$ cat src/rtl/pipe_adder_pkg.sv
// Shared types and elaboration helpers for the pipelined adder/subtractor.
// The top module adds the WIDTH % STAGES legality check; cfg_legal supplies the rule.
package pipe_adder_pkg;

  localparam int unsigned MAX_CW = 64;

  // One pipeline slot's handshake view: valid, its sum chunk and the chunk carry-out.
  typedef struct packed {
    logic              valid;
    logic [MAX_CW-1:0] sum;
    logic              carry;
  } stage_t;

  function automatic int unsigned chunk_width(input int unsigned width,
                                              input int unsigned stages);
    return (stages == 0) ? width : width / stages;
  endfunction

  function automatic bit cfg_legal(input int unsigned width,
                                   input int unsigned stages);
    return (stages >= 1) && (stages <= width) && ((width % stages) == 0);
  endfunction

endpackage

$ cat src/rtl/adder_stage.sv
// One CW-bit chunk of the ripple pipeline: registers sum chunk, carry-out and valid.
module adder_stage #(
  parameter int unsigned CW      = 8,
  parameter bit          COUT_EN = 1'b1
) (
  input  logic          clk,
  input  logic          rst_n,
  input  logic          advance,
  input  logic          vin,
  input  logic [CW-1:0] a,
  input  logic [CW-1:0] b,
  input  logic          cin,
  output logic [CW-1:0] sum,
  output logic          cout,
  output logic          vout
);

  localparam int unsigned FW = CW + 1;

  logic [CW-1:0] sum_c;

  always_ff @(posedge clk or negedge rst_n) begin
    if (!rst_n) begin
      vout <= 1'b0;
      sum  <= '0;
    end else if (advance) begin
      vout <= vin;
      sum  <= sum_c;
    end
  end

  // The carry register is only built where something downstream consumes it.
  if (COUT_EN) begin : g_cout
    logic [CW:0] full_c;
    assign full_c = {1'b0, a} + {1'b0, b} + FW'(cin);
    assign sum_c  = full_c[CW-1:0];

    always_ff @(posedge clk or negedge rst_n) begin
      if (!rst_n)       cout <= 1'b0;
      else if (advance) cout <= full_c[CW];
    end
  end else begin : g_nocout
    assign sum_c = a + b + CW'(cin);
    assign cout  = 1'b0;
  end

endmodule

$ cat src/rtl/pipe_adder.sv
// Pipelined two's-complement adder/subtractor with one carry-ripple chunk per stage.
// Define PIPE_ADDER_FLAGS_EN to build the carry/overflow/zero flag outputs.
module pipe_adder
  import pipe_adder_pkg::*;
#(
  parameter int unsigned WIDTH  = 32,
  parameter int unsigned STAGES = 4
) (
  input  logic             clk,
  input  logic             rst_n,
  input  logic             in_valid,
  output logic             in_ready,
  input  logic [WIDTH-1:0] in_a,
  input  logic [WIDTH-1:0] in_b,
  input  logic             in_sub,
  output logic             out_valid,
  input  logic             out_ready,
  output logic [WIDTH-1:0] out_sum,
  output logic             out_carry,
  output logic             out_ovf,
  output logic             out_zero
);

  localparam int unsigned CW = chunk_width(WIDTH, STAGES);

`ifdef PIPE_ADDER_FLAGS_EN
  localparam bit FLAGS_EN = 1'b1;
`else
  localparam bit FLAGS_EN = 1'b0;
`endif

  if (!cfg_legal(WIDTH, STAGES)) begin : g_cfg_err
    $error("pipe_adder: WIDTH must be a multiple of STAGES and 1 <= STAGES <= WIDTH");
  end

  logic             advance;
  logic [WIDTH-1:0] b_x;

  // Whole pipeline moves together; bubbles are held, never collapsed.
  assign advance  = !out_valid || out_ready;
  assign in_ready = advance;
  assign b_x      = in_b ^ {WIDTH{in_sub}};

  for (genvar k = 0; k < STAGES; k++) begin : g_st
    localparam int unsigned LO = k * CW;
    localparam int unsigned AW = WIDTH - LO;
    localparam int unsigned HI = AW - CW;

    logic [AW-1:0]    a_in;
    logic [AW-1:0]    b_in;
    logic             cin;
    logic             vin;
    logic [CW-1:0]    s;
    logic             c;
    logic             v;
    logic [LO+CW-1:0] sum;

    if (k == 0) begin : g_head
      assign a_in = in_a;
      assign b_in = b_x;
      assign cin  = in_sub;
      assign vin  = in_valid;
      assign sum  = s;
    end else begin : g_body
      logic [LO-1:0] lo_q;

      // De-skew: lower result chunks wait here for the upper chunks to catch up.
      always_ff @(posedge clk or negedge rst_n) begin
        if (!rst_n)       lo_q <= '0;
        else if (advance) lo_q <= g_st[k-1].sum;
      end

      assign a_in = g_st[k-1].g_skew.a_hi_q;
      assign b_in = g_st[k-1].g_skew.b_hi_q;
      assign cin  = g_st[k-1].c;
      assign vin  = g_st[k-1].v;
      assign sum  = {s, lo_q};
    end

    if (HI > 0) begin : g_skew
      logic [HI-1:0] a_hi_q;
      logic [HI-1:0] b_hi_q;

      // Skew: operand chunks not yet consumed travel alongside the transaction.
      always_ff @(posedge clk or negedge rst_n) begin
        if (!rst_n) begin
          a_hi_q <= '0;
          b_hi_q <= '0;
        end else if (advance) begin
          a_hi_q <= a_in[AW-1:CW];
          b_hi_q <= b_in[AW-1:CW];
        end
      end
    end

    adder_stage #(
      .CW      (CW),
      .COUT_EN ((k + 1 < STAGES) || FLAGS_EN)
    ) u_stage (
      .clk     (clk),
      .rst_n   (rst_n),
      .advance (advance),
      .vin     (vin),
      .a       (a_in[CW-1:0]),
      .b       (b_in[CW-1:0]),
      .cin     (cin),
      .sum     (s),
      .cout    (c),
      .vout    (v)
    );
  end

  assign out_valid = g_st[STAGES-1].v;
  assign out_sum   = g_st[STAGES-1].sum;

`ifdef PIPE_ADDER_FLAGS_EN
  logic p_msb_q;

  // MSB propagate of the final chunk; with the sum MSB it recovers the carry into the MSB.
  always_ff @(posedge clk or negedge rst_n) begin
    if (!rst_n)       p_msb_q <= 1'b0;
    else if (advance) p_msb_q <= g_st[STAGES-1].a_in[CW-1] ^ g_st[STAGES-1].b_in[CW-1];
  end

  assign out_carry = g_st[STAGES-1].c;
  assign out_ovf   = p_msb_q ^ out_sum[WIDTH-1] ^ out_carry;
  assign out_zero  = ~|out_sum;
`else
  logic unused_cout;
  assign unused_cout = g_st[STAGES-1].c;
  assign out_carry   = 1'b0;
  assign out_ovf     = 1'b0;
  assign out_zero    = 1'b0;
`endif

endmodule

$ cat config.mk
export PLATFORM = sky130hd
export DESIGN_NAME = pipe_adder
export DESIGN_NICKNAME = d
export VERILOG_FILES = /design/src/rtl/pipe_adder_pkg.sv /design/src/rtl/adder_stage.sv /design/src/rtl/pipe_adder.sv
export SDC_FILE = /design/constraint.sdc
export NUM_CORES = 1
export LEC_CHECK = 0
export CAP_MARGIN = 10
export CORE_ASPECT_RATIO = 1.4
export CORE_MARGIN = 4
export CORE_UTILIZATION = 45
export CTS_BUF_LIST = sky130_fd_sc_hd__clkbuf_8
export DETAILED_ROUTE_END_ITERATION = 8
export GPL_ROUTABILITY_DRIVEN = 1
export PLACE_DENSITY = 0.74
export SLEW_MARGIN = 20
export SYNTH_ARGS = -nofsm -noshare
export SYNTH_HDL_FRONTEND = slang
export SYNTH_SLANG_ARGS = --single-unit
$ cat constraint.sdc
create_clock -name clk -period 2.1 [get_ports clk]
set_input_delay 0.42 -clock clk [delete_from_list [all_inputs] [get_ports clk]]
set_output_delay 0.42 -clock clk [all_outputs]
set_load 0.005 [all_outputs]
==> flow_metrics.env, run 1 <==
export IMPL_synth_ff_type="sky130_fd_sc_hd__dfrtp_1"
export IMPL_diodes=0
export IMPL_path_clk_slew_ps=90
export IMPL_synth_cell_type_count=40
export IMPL_routed_wire_length_per_instance_um=12.76
export IMPL_synth_top_family_by_area="simple AND/OR/NAND/NOR gates"
export IMPL_clockPowerShare_pct=16.7
export IMPL_post_route_cells_drive_above_1_share_pct=8.074
export IMPL_portion_of_the_post_synthesis_area_used_by_sequential_elements_pct=55.56
export IMPL_grt_overflow_total=0
export IMPL_power_density_cell_area_nw_per_um2=1377
export IMPL_layout_nets=1119
export IMPL_worst_clock_skew_ps=10.80
export IMPL_post_place_cells=1232
export IMPL_finalHoldWorstSlack_ps=454.2
export IMPL_clock_root_buffer="sky130_fd_sc_hd__clkbuf_8"
export IMPL_routabilityCongestion=0.7949
export IMPL_highest_count_cells_in_the_layout_ignoring_fill_and_taps="sky130_fd_sc_hd__nand2_1, sky130_fd_sc_hd__dfrtp_1, sky130_fd_sc_hd__clkdlybuf4s50_1"
export IMPL_internal_power_w=0.008910
export IMPL_final_design_area_no_fill_um2=10140
export IMPL_vdd_ir_drop_worst_uv=595.6
export IMPL_grt_pass1_vias=5763
export IMPL_synth_simple_gate_area_share_pct=22.21
export IMPL_synth_area_um2=8243
export IMPL_number_of_optimization_iterations_in_the_first_detailed_route_pass=4
export IMPL_detailed_place_area_um2=9676
export IMPL_cts_sinks=183
export IMPL_filler_cell_count=1702
export IMPL_cts_buffers=17
export IMPL_max_freq_mhz=490.5
export IMPL_synth_top_area_share_pct=55.56
export IMPL_holdCritPathClass="in -> async"
export IMPL_netSwitchingPower_w=0.005057
export IMPL_final_cells=1268
export IMPL_synthesized_instance_count=909
export IMPL_buffer_ports_inserted=102
export IMPL_synth_yosys_warnings=0
export IMPL_layout_area_seq_um2=4579
export IMPL_grt_max_degree=117
export IMPL_ys_ff_latch=183
export IMPL_vias=6070
export IMPL_std_cell_rows=58
export IMPL_area_growth_synth_to_final_pct=23.07
export IMPL_rsz0062_at_grt="yes"
export IMPL_edff_count_synth=0
export IMPL_final_hold_violation_count=0
export IMPL_synth_area_in_compound_gates_pct=8.030
export IMPL_routed_wl_mm=16.18
export IMPL_worst_skew_pair_late_latency_ps=450
export IMPL_post_synth_cell_area_avg_um2=9.068
export IMPL_synth_mux_area_share_pct=0.2429
export IMPL_finalCriticalPeriod_ps=2039
export IMPL_vias_per_cell=4.787
export IMPL_antenna_found_initial=0
export IMPL_cellLeakagePower_nw=4.929
export IMPL_die_w_um=122.4
export IMPL_tns_ps=0
export IMPL_post_synth_top_area_cell="sky130_fd_sc_hd__dfrtp_1"
export IMPL_grt_first_pass_wirelength_mm=26.88
export IMPL_arrival_ps=2380
export IMPL_critPathRequiredTime_ps=2440
export IMPL_final_max_slew_violation_count=0
export IMPL_max_cap_violations=0
export IMPL_post_synthesis_share_of_cell_area_spent_on_xor_and_xnor_gates_pct=4.994
export IMPL_synthTopCellsByArea="sky130_fd_sc_hd__dfrtp_1, sky130_fd_sc_hd__nand2_1, sky130_fd_sc_hd__ha_1"
export IMPL_mostFrequentLayoutCell="sky130_fd_sc_hd__nand2_1"
export IMPL_tritoncts="built"
export IMPL_grt_util_all_layers_pct=16.16
export IMPL_seqPwrFrac_pct=42.8
export IMPL_run_status="finished clean"
export IMPL_die_height_um=168.1
export IMPL_floorplan_io_pins=106
export IMPL_multi_input_area_um2=3480
export IMPL_drcViolationCount=0
export IMPL_initial_core_util_pct=45.80
export IMPL_antenna_left=0
export IMPL_hpwl_mm=11.05
export IMPL_critPathCaptureType="flip-flop"
export IMPL_fin_crit_sh_pct=97.08
export IMPL_share_of_synthesized_flip_flops_with_an_asynchronous_set_or_reset_pct=100.0
export IMPL_die_area_um2=20580
export IMPL_setup_worst_path_class="reg -> reg"
export IMPL_htree_levels=4
export IMPL_core_area_um2=18000
export IMPL_switching_share_of_power_pct=36.20
export IMPL_critical_path_max_fanout=2
export IMPL_cts_buffer_depth=2
export IMPL_power_frac_comb_pct=40.5
export IMPL_startpoint_type_of_the_worst_setup_path="flip-flop"
export IMPL_drt_initial_drc_count=332
export IMPL_synth_fa_ha_area_share_pct=5.798
export IMPL_setup_viol_count_final=0
==> through the flow <==
step                util [%]  setup WS [ps]  power (W)
finish                 56.37          61.24    0.01397
global route           56.37         -50.19    0.01521
CTS                    56.02          15.23    0.01396
detailed placement     53.76         -415.0    0.01159
global placement       53.76         -268.7    0.01136
floorplan                  -         -12.50   0.009538
==> final cells by class <==
class                   instances  area share, %
well taps                     240          2.960
flip-flops and latches        183          45.14
multi-input cells             668          34.30
inverters                      12         0.4687
clock inverters                12          1.258
clock buffers                  19          2.578
repair buffers                134          13.30
==> per-layer routing <==
metal | track usage [%] | vias up | wire, um
li1 | - | 3119 | -
met1 | 20.85 | 2845 | 7172
met2 | 27.41 | 92 | 8302
met3 | 3.293 | 14 | 508
met4 | 4.825 | 0 | 193
met5 | 0 | - | 0
==> registers in the layout (all words and copies together) (netlist names) <==
| signal | cells |
|---|---|
| g_st.g_skew.a_hi_q | 48 |
| g_st.u_stage.vout | 4 |
| g_st.g_body.lo_q | 48 |
| g_st.g_skew.b_hi_q | 48 |
| g_st.u_stage.cout | 3 |
| g_st.u_stage.sum | 32 |
==> critical path: stages, from the launching register on <==
cell	delay, ps
sky130_fd_sc_hd__dfrtp_1	410
sky130_fd_sc_hd__fa_2	410
sky130_fd_sc_hd__fa_2	370
sky130_fd_sc_hd__a21oi_2	150
sky130_fd_sc_hd__o21ai_1	120
sky130_fd_sc_hd__o31a_1	270
sky130_fd_sc_hd__o21ai_1	130
sky130_fd_sc_hd__a21oi_1	80
==> synthesized netlist by cell type, types with 6 or more instances <==
cell	instances
sky130_fd_sc_hd__nand2_1	413
sky130_fd_sc_hd__fa_1	7
sky130_fd_sc_hd__xnor2_1	30
sky130_fd_sc_hd__o21ai_0	53
sky130_fd_sc_hd__buf_2	17
sky130_fd_sc_hd__a211oi_1	9
sky130_fd_sc_hd__ha_1	27
sky130_fd_sc_hd__buf_1	13
sky130_fd_sc_hd__a21oi_1	26
sky130_fd_sc_hd__nor2_1	28
sky130_fd_sc_hd__a21o_1	7
sky130_fd_sc_hd__nand3_1	6
sky130_fd_sc_hd__xor2_1	17
sky130_fd_sc_hd__clkbuf_1	15
sky130_fd_sc_hd__inv_1	12
sky130_fd_sc_hd__nor3_1	6
sky130_fd_sc_hd__dfrtp_1	183
==> cells by family (layout without fill, tap and decap cells) <==
| group | count (synthesis) | after routing |
|---|---|---|
| adder cells (fa/ha/maj) | 34 | 34 |
| AND/OR/NAND/NOR | 470 | 470 |
| XOR/XNOR | 47 | 47 |
| flip-flops | 183 | 183 |
| multiplexers | 2 | 2 |
| other | 1 | 3 |
| AO/OA/AOI/OAI | 112 | 112 |
| buffers and inverters | 60 | 177 |
==> power by group through the flow <==
stage / Clock [W] / Combinational, W / Sequential [W]
6_report: 0.00233 / 0.00566 / 0.00598
3_3_place_gp: 0 / 0.00536 / 0.00600
3_5_place_dp: 0 / 0.00553 / 0.00606
5_1_grt: 0.00255 / 0.00648 / 0.00618
2_1_floorplan: 0 / 0.00368 / 0.00586
4_1_cts: 0.00240 / 0.00556 / 0.00599
==> final timing paths <==
kind                                           from                        end  slack [ps]  depth (start not counted)
setup / recovery           g_st[1].g_skew.b_hi_q[0]       g_st[2].u_stage.cout          60                          7
hold / removal                                rst_n  g_st[0].g_skew.a_hi_q[18]         450                          2
setup reg to reg           g_st[1].g_skew.b_hi_q[0]       g_st[2].u_stage.cout          60                          7
hold reg to reg              g_st[3].g_body.lo_q[4]     g_st[3].g_body.lo_q[4]         470                          2
max in group asynchronous                     rst_n   g_st[0].g_skew.b_hi_q[2]        1020                          3
min in group clk             g_st[3].g_body.lo_q[4]     g_st[3].g_body.lo_q[4]         470                          2
==> timing repair <==
action | 4_1_cts | 5_1_grt
hold endpoints to repair | 38 | 0
resized for setup | 5 | 14
setup endpoints to repair | 5 | 12
hold buffers | 1 | 0
pin swaps | 0 | 3
setup buffers | 0 | 4
gates cloned | 0 | 0
Note: power is estimated with default switching activity, not from simulation.
==> run 2, diff against run 1 <==
- CORE_UTILIZATION: 45 -> 52
- PLACE_DENSITY: 0.74 -> 0.83
==> run 2 against run 1 <==
  * Largest power group unchanged
  * Highest routed layer unchanged
  * Largest cell class unchanged
  * Register-to-register slack got worse by 20 ps
  * Maximum frequency down 1.1%
  * Combinational power grew 3%
==> flow_metrics.env, run 2 (synthesis gave the netlist of run 1 again) <==
export IMPL_run_status="finished clean"
export IMPL_critical_path_max_fanout=3
export IMPL_cts_sinks=183
export IMPL_routed_wire_length_per_instance_um=13.45
export IMPL_worst_clock_skew_ps=14.27
export IMPL_drt_initial_drc_count=255
export IMPL_power_density_cell_area_nw_per_um2=1393
export IMPL_critPathRequiredTime_ps=2440
export IMPL_post_place_cells=1194
export IMPL_core_area_um2=15610
export IMPL_vias_per_cell=5.054
export IMPL_initial_core_util_pct=52.81
export IMPL_routed_wl_mm=16.55
export IMPL_routabilityCongestion=0.8139
export IMPL_critPathCaptureType="flip-flop"
export IMPL_final_hold_violation_count=0
export IMPL_final_cells=1230
export IMPL_vias=6216
export IMPL_antenna_left=0
export IMPL_mostFrequentLayoutCell="sky130_fd_sc_hd__nand2_1"
export IMPL_max_freq_mhz=485.3
export IMPL_std_cell_rows=54
export IMPL_cts_buffers=17
export IMPL_buffer_ports_inserted=102
export IMPL_tns_ps=0
export IMPL_post_route_worst_setup_slack_ps=39.60
export IMPL_grt_first_pass_wirelength_mm=27.70
export IMPL_floorplan_io_pins=106
export IMPL_arrival_ps=2400
export IMPL_setup_worst_path_class="reg -> reg"
export IMPL_worst_skew_pair_late_latency_ps=450
export IMPL_cts_buffer_depth=2
export IMPL_diodes=0
export IMPL_antenna_found_initial=0
export IMPL_finalHoldWorstSlack_ps=450.7
export IMPL_setup_viol_count_final=0
export IMPL_grt_overflow_total=0
export IMPL_rsz0062_at_grt="yes"
export IMPL_filler_cell_count=1250
export IMPL_grt_util_all_layers_pct=19.05
export IMPL_grt_pass1_vias=6093
export IMPL_path_clk_slew_ps=100
export IMPL_clock_root_buffer="sky130_fd_sc_hd__clkbuf_8"
export IMPL_htree_levels=4
export IMPL_drcViolationCount=0
export IMPL_startpoint_type_of_the_worst_setup_path="flip-flop"
export IMPL_number_of_optimization_iterations_in_the_first_detailed_route_pass=5
export IMPL_highest_count_cells_in_the_layout_ignoring_fill_and_taps="sky130_fd_sc_hd__nand2_1, sky130_fd_sc_hd__dfrtp_1, sky130_fd_sc_hd__clkdlybuf4s50_1"
export IMPL_die_height_um=157.0
export IMPL_final_design_area_no_fill_um2=10110
export IMPL_layout_nets=1124
export IMPL_place_ws_ps=-357.0
export IMPL_grt_max_degree=92
export IMPL_tritoncts="built"
export IMPL_cellLeakagePower_nw=4.934
export IMPL_post_route_cells_drive_above_1_share_pct=8.607
export IMPL_detailed_place_area_um2=9641
export IMPL_vdd_ir_drop_worst_uv=768.0
export IMPL_hpwl_mm=11.63
export IMPL_die_w_um=114.4
export IMPL_die_area_um2=17960
export IMPL_area_growth_synth_to_final_pct=22.71
export IMPL_fin_crit_sh_pct=98.11
export IMPL_final_max_slew_violation_count=0
export IMPL_finalCriticalPeriod_ps=2060
export IMPL_max_cap_violations=0
export IMPL_holdCritPathClass="in -> async"
export IMPL_layout_top_registers="g_st.g_skew.a_hi_q x48, g_st.g_skew.b_hi_q x48, g_st.g_body.lo_q x48"
run 2: changes by cell type in the layout (fill, tap and decap cells not counted), moves of 2 or more:
cell | before | now
sky130_fd_sc_hd__o21ai_0 | 47 | 45
sky130_fd_sc_hd__nor3_2 | 0 | 2
sky130_fd_sc_hd__buf_4 | 24 | 31
sky130_fd_sc_hd__clkinvlp_4 | 1 | 3
sky130_fd_sc_hd__nor3_1 | 6 | 4
sky130_fd_sc_hd__buf_12 | 7 | 5
sky130_fd_sc_hd__inv_8 | 0 | 2
sky130_fd_sc_hd__inv_6 | 3 | 5
sky130_fd_sc_hd__o21ai_1 | 5 | 7
run 2: what timing repair did:
| action | CTS | global route |
|---|---|---|
| endpoints found under the hold margin | 41 | 0 |
| hold buffers | 1 | 0 |
| endpoints found under the setup margin | 4 | 9 |
| pin swaps | 1 | 11 |
| resized for setup | 5 | 14 |
| setup buffers | 0 | 3 |
run 2: final timing paths:
path | cells after the start | from | endpoint | slack [ps]
setup / recovery | 8 | g_st[0].g_skew.b_hi_q[0] | g_st[1].u_stage.cout | 40
hold / removal | 2 | rst_n | g_st[1].g_skew.a_hi_q[10] | 450
setup reg to reg | 8 | g_st[0].g_skew.b_hi_q[0] | g_st[1].u_stage.cout | 40
hold reg to reg | 2 | g_st[3].g_body.lo_q[13] | g_st[3].g_body.lo_q[13] | 470
max in group asynchronous | 3 | rst_n | g_st[0].u_stage.sum[7] | 940
min in group clk | 2 | g_st[3].g_body.lo_q[13] | g_st[3].g_body.lo_q[13] | 470
run 2: per-layer routing:
layer  share of wire (%)  GRT usage (%)
met1                  42          23.41
met4                 1.8          6.678
met3                 2.8          3.269
met2                  53          33.72
met5                   0              0
run 2: critical path: stages, from the launching register on:
cell and delay, ps:
sky130_fd_sc_hd__dfrtp_1 410, sky130_fd_sc_hd__fa_2 410, sky130_fd_sc_hd__inv_1 80, sky130_fd_sc_hd__fa_2 190, sky130_fd_sc_hd__nor2b_1 50, sky130_fd_sc_hd__o31a_1 270
sky130_fd_sc_hd__o31a_1 320, sky130_fd_sc_hd__o21ai_1 140, sky130_fd_sc_hd__a21oi_1 80
run 2: area by class of cell:
cell class / count / area, um^2 / share of cell area [%]
flip-flops and latches: 183 / 4579 / 45.27
repair buffers: 139 / 1363 / 13.47
well taps: 196 / 245.2 / 2.425
clock inverters: 14 / 136.4 / 1.348
inverters: 12 / 47.55 / 0.4701
clock buffers: 18 / 247.7 / 2.449
multi-input cells: 668 / 3496 / 34.56
run 2: where the power goes:
part           internal, W  switching, W
Clock              0.00100       0.00131
Sequential         0.00510      0.000864
Combinational      0.00274       0.00308
run 2: metrics by stage:
step           util (%)  total power (W)
6_report          64.81          0.01409
5_1_grt           64.81          0.01524
4_1_cts           64.40          0.01404
3_5_place_dp      61.77          0.01163
3_3_place_gp      61.77          0.01133
2_1_floorplan         -         0.009538
==> run 3, diff against run 2 <==
- CAP_MARGIN: 10 -> not set
==> results of run 3 <==
The final DEF is identical to that of run 2; final timing and power are the same.
==> variant (config.mk and constraints of run 3) <==
`WIDTH`: 32 -> 48.
--- a/src/rtl/pipe_adder.sv
+++ b/src/rtl/pipe_adder.sv
@@ -3,7 +3,7 @@
 module pipe_adder
   import pipe_adder_pkg::*;
 #(
-  parameter int unsigned WIDTH  = 32,
+  parameter int unsigned WIDTH  = 48,
   parameter int unsigned STAGES = 4
 ) (
   input  logic             clk,
Ports: changed (resized in_a, in_b and out_sum); port bits go from 106 to 154. The function was not compared with the original's and may differ.
==> variant against run 3 <==
The run now ends with setup timing left; non-clock buffer count is 103 higher; cell area is 58% higher; sequential cell count is 88 higher; clock skew up 0.0029 ns; setup slack got worse by 0.30 ns; power increased by 67%; area after synthesis grew 51%; final cell count grew 57%; wire length grew 71%.
==> variant: results (changes against run 3) <==
Status = finished with violations (was finished clean)
Failing checks = setup timing
Buffers, non-clock = 242 (was 139)
Invs w/o clock = 11 (was 12)
Final setup TNS = -2.460 ns (was 0 ns)
Synth unique cells = 60 (was 40)
Num CTS Buffers = 41 (was 17)
Multi-input logic area = 5574 µm² (was 3496 µm²)
Max Root-Sink Buffers = 3 (was 2)
H-Tree Depth = 2 (was 4)
Mapped Avg Cell Area = 9.066 µm² (was 9.068 µm²)
Slowest-stage cell, CP = fa_2 (was dfrtp_1)
All-layer global routing usage = 20.71% (was 19.05%)
Post-CTS sizing = 18 (was 5)
Clock buffer count = 52 (was 18)
Postcts setup bufs = 7 (was 0)
Count of multi-input gates = 1026 (was 668)
Placed Cells = 1835 (was 1194)
Diodes inserted = 2 (was 0)
Via-per-instance ratio = 5.145 (was 5.054)
Met2 WL = 14600 µm (was 8852 µm)
GR Layer Usage met2 = 36.70% (was 33.72%)
First-pass GRT wire length = 46200 µm (was 27700 µm)
M1 wire length = 11590 µm (was 6934 µm)
Initial detailed-routing violation count = 563 (was 255)
Initial antenna violation count = 3 (was 0)
Share of cells above drive strength 1 = 13.38% (was 8.607%)
Setup ws final = -0.2596 ns (was 0.03960 ns)
Vias in the first global route = 9953 (was 6093)
Largest net degree at the start of global routing = 74 (was 92)
Routed WL = 28230 µm (was 16550 µm)
Fillers = 1807 (was 1250)
Area contributors post-synth = dfrtp_1 (54%), nand2_1 (19%), ha_1 (4.3%) (was dfrtp_1 (56%), nand2_1 (19%), ha_1 (4.1%))
M1 GR Usage = 25.43% (was 23.41%)
Met3 wire length = 1157 µm (was 466 µm)
Peak supply drop = 806.7 µV (was 768.0 µV)
DP HPWL = 19280 µm (was 11630 µm)
Worst reg2reg startpoint = g_st[0].g_skew.a_hi_q[0] (was g_st[0].g_skew.b_hi_q[0])
Final setup viols = 16 (was 0)
#FFs+latches synth = 271 (was 183)
Biggest regs = g_st.g_skew.a_hi_q (72), g_st.g_skew.b_hi_q (72), g_st.g_body.lo_q (72) (was g_st.g_skew.a_hi_q (48), g_st.g_skew.b_hi_q (48), g_st.g_body.lo_q (48))
Static leakage = 7.929 nW (was 4.934 nW)
Layout net count = 1744 (was 1124)
Sequential area share after synthesis = 54.36% (was 55.56%)
Clk_lat worst skew = 0.53 ns (was 0.45 ns)
-- variant: logic make-up after synthesis --
kind of cell / count (synthesis) / share of synthesized area, %
AO/OA/AOI/OAI: 180 / 9.328
flip-flops: 271 / 54.36
XOR/XNOR: 78 / 5.476
AND/OR/NAND/NOR: 711 / 22.25
adder cells (fa/ha/maj): 50 / 5.436
multiplexers: 4 / 0.3510
buffers and inverters: 81 / 2.768
other: 1 / 0.03006
-- variant: power breakdown --
| part | internal, W | total [W] | switching (W) |
|---|---|---|---|
| Combinational | 0.00499 | 0.0104 | 0.00541 |
| Clock | 0.00223 | 0.00421 | 0.00198 |
| Sequential | 0.00757 | 0.00891 | 0.00134 |
| Total | 0.0148 | 0.0235 | 0.00873 |
-- variant: through the flow --
stage | instance area, µm² | util (%) | hold WS, ns | setup WS, ns
5_1_grt | 15970 | 68.08 | 0.3914 | -0.3710
3_5_place_dp | 14790 | 63.05 | 0.3575 | -0.6344
6_report | 15970 | 68.08 | 0.3851 | -0.2596
3_3_place_gp | 14790 | 63.05 | 0.3536 | -0.5819
2_1_floorplan | 12540 | - | 0.1244 | -0.3112
4_1_cts | 15700 | 66.92 | 0.3758 | -0.2707
-- variant: worst max-delay path by stage --
stage / startpoint / endpoint / slack [ns] / cells after the start
after detailed placement: in_b[0] / g_st[0].u_stage.cout / -0.63 / 9
final: g_st[0].g_skew.a_hi_q[0] / g_st[1].u_stage.cout / -0.26 / 8
after CTS: g_st[0].g_skew.a_hi_q[0] / g_st[1].u_stage.sum[10] / -0.27 / 8
after global placement: in_b[0] / g_st[0].u_stage.cout / -0.58 / 9
after floorplan: in_sub / g_st[0].u_stage.cout / -0.31 / 10
after global routing: g_st[0].g_skew.a_hi_q[0] / g_st[1].u_stage.cout / -0.37 / 8
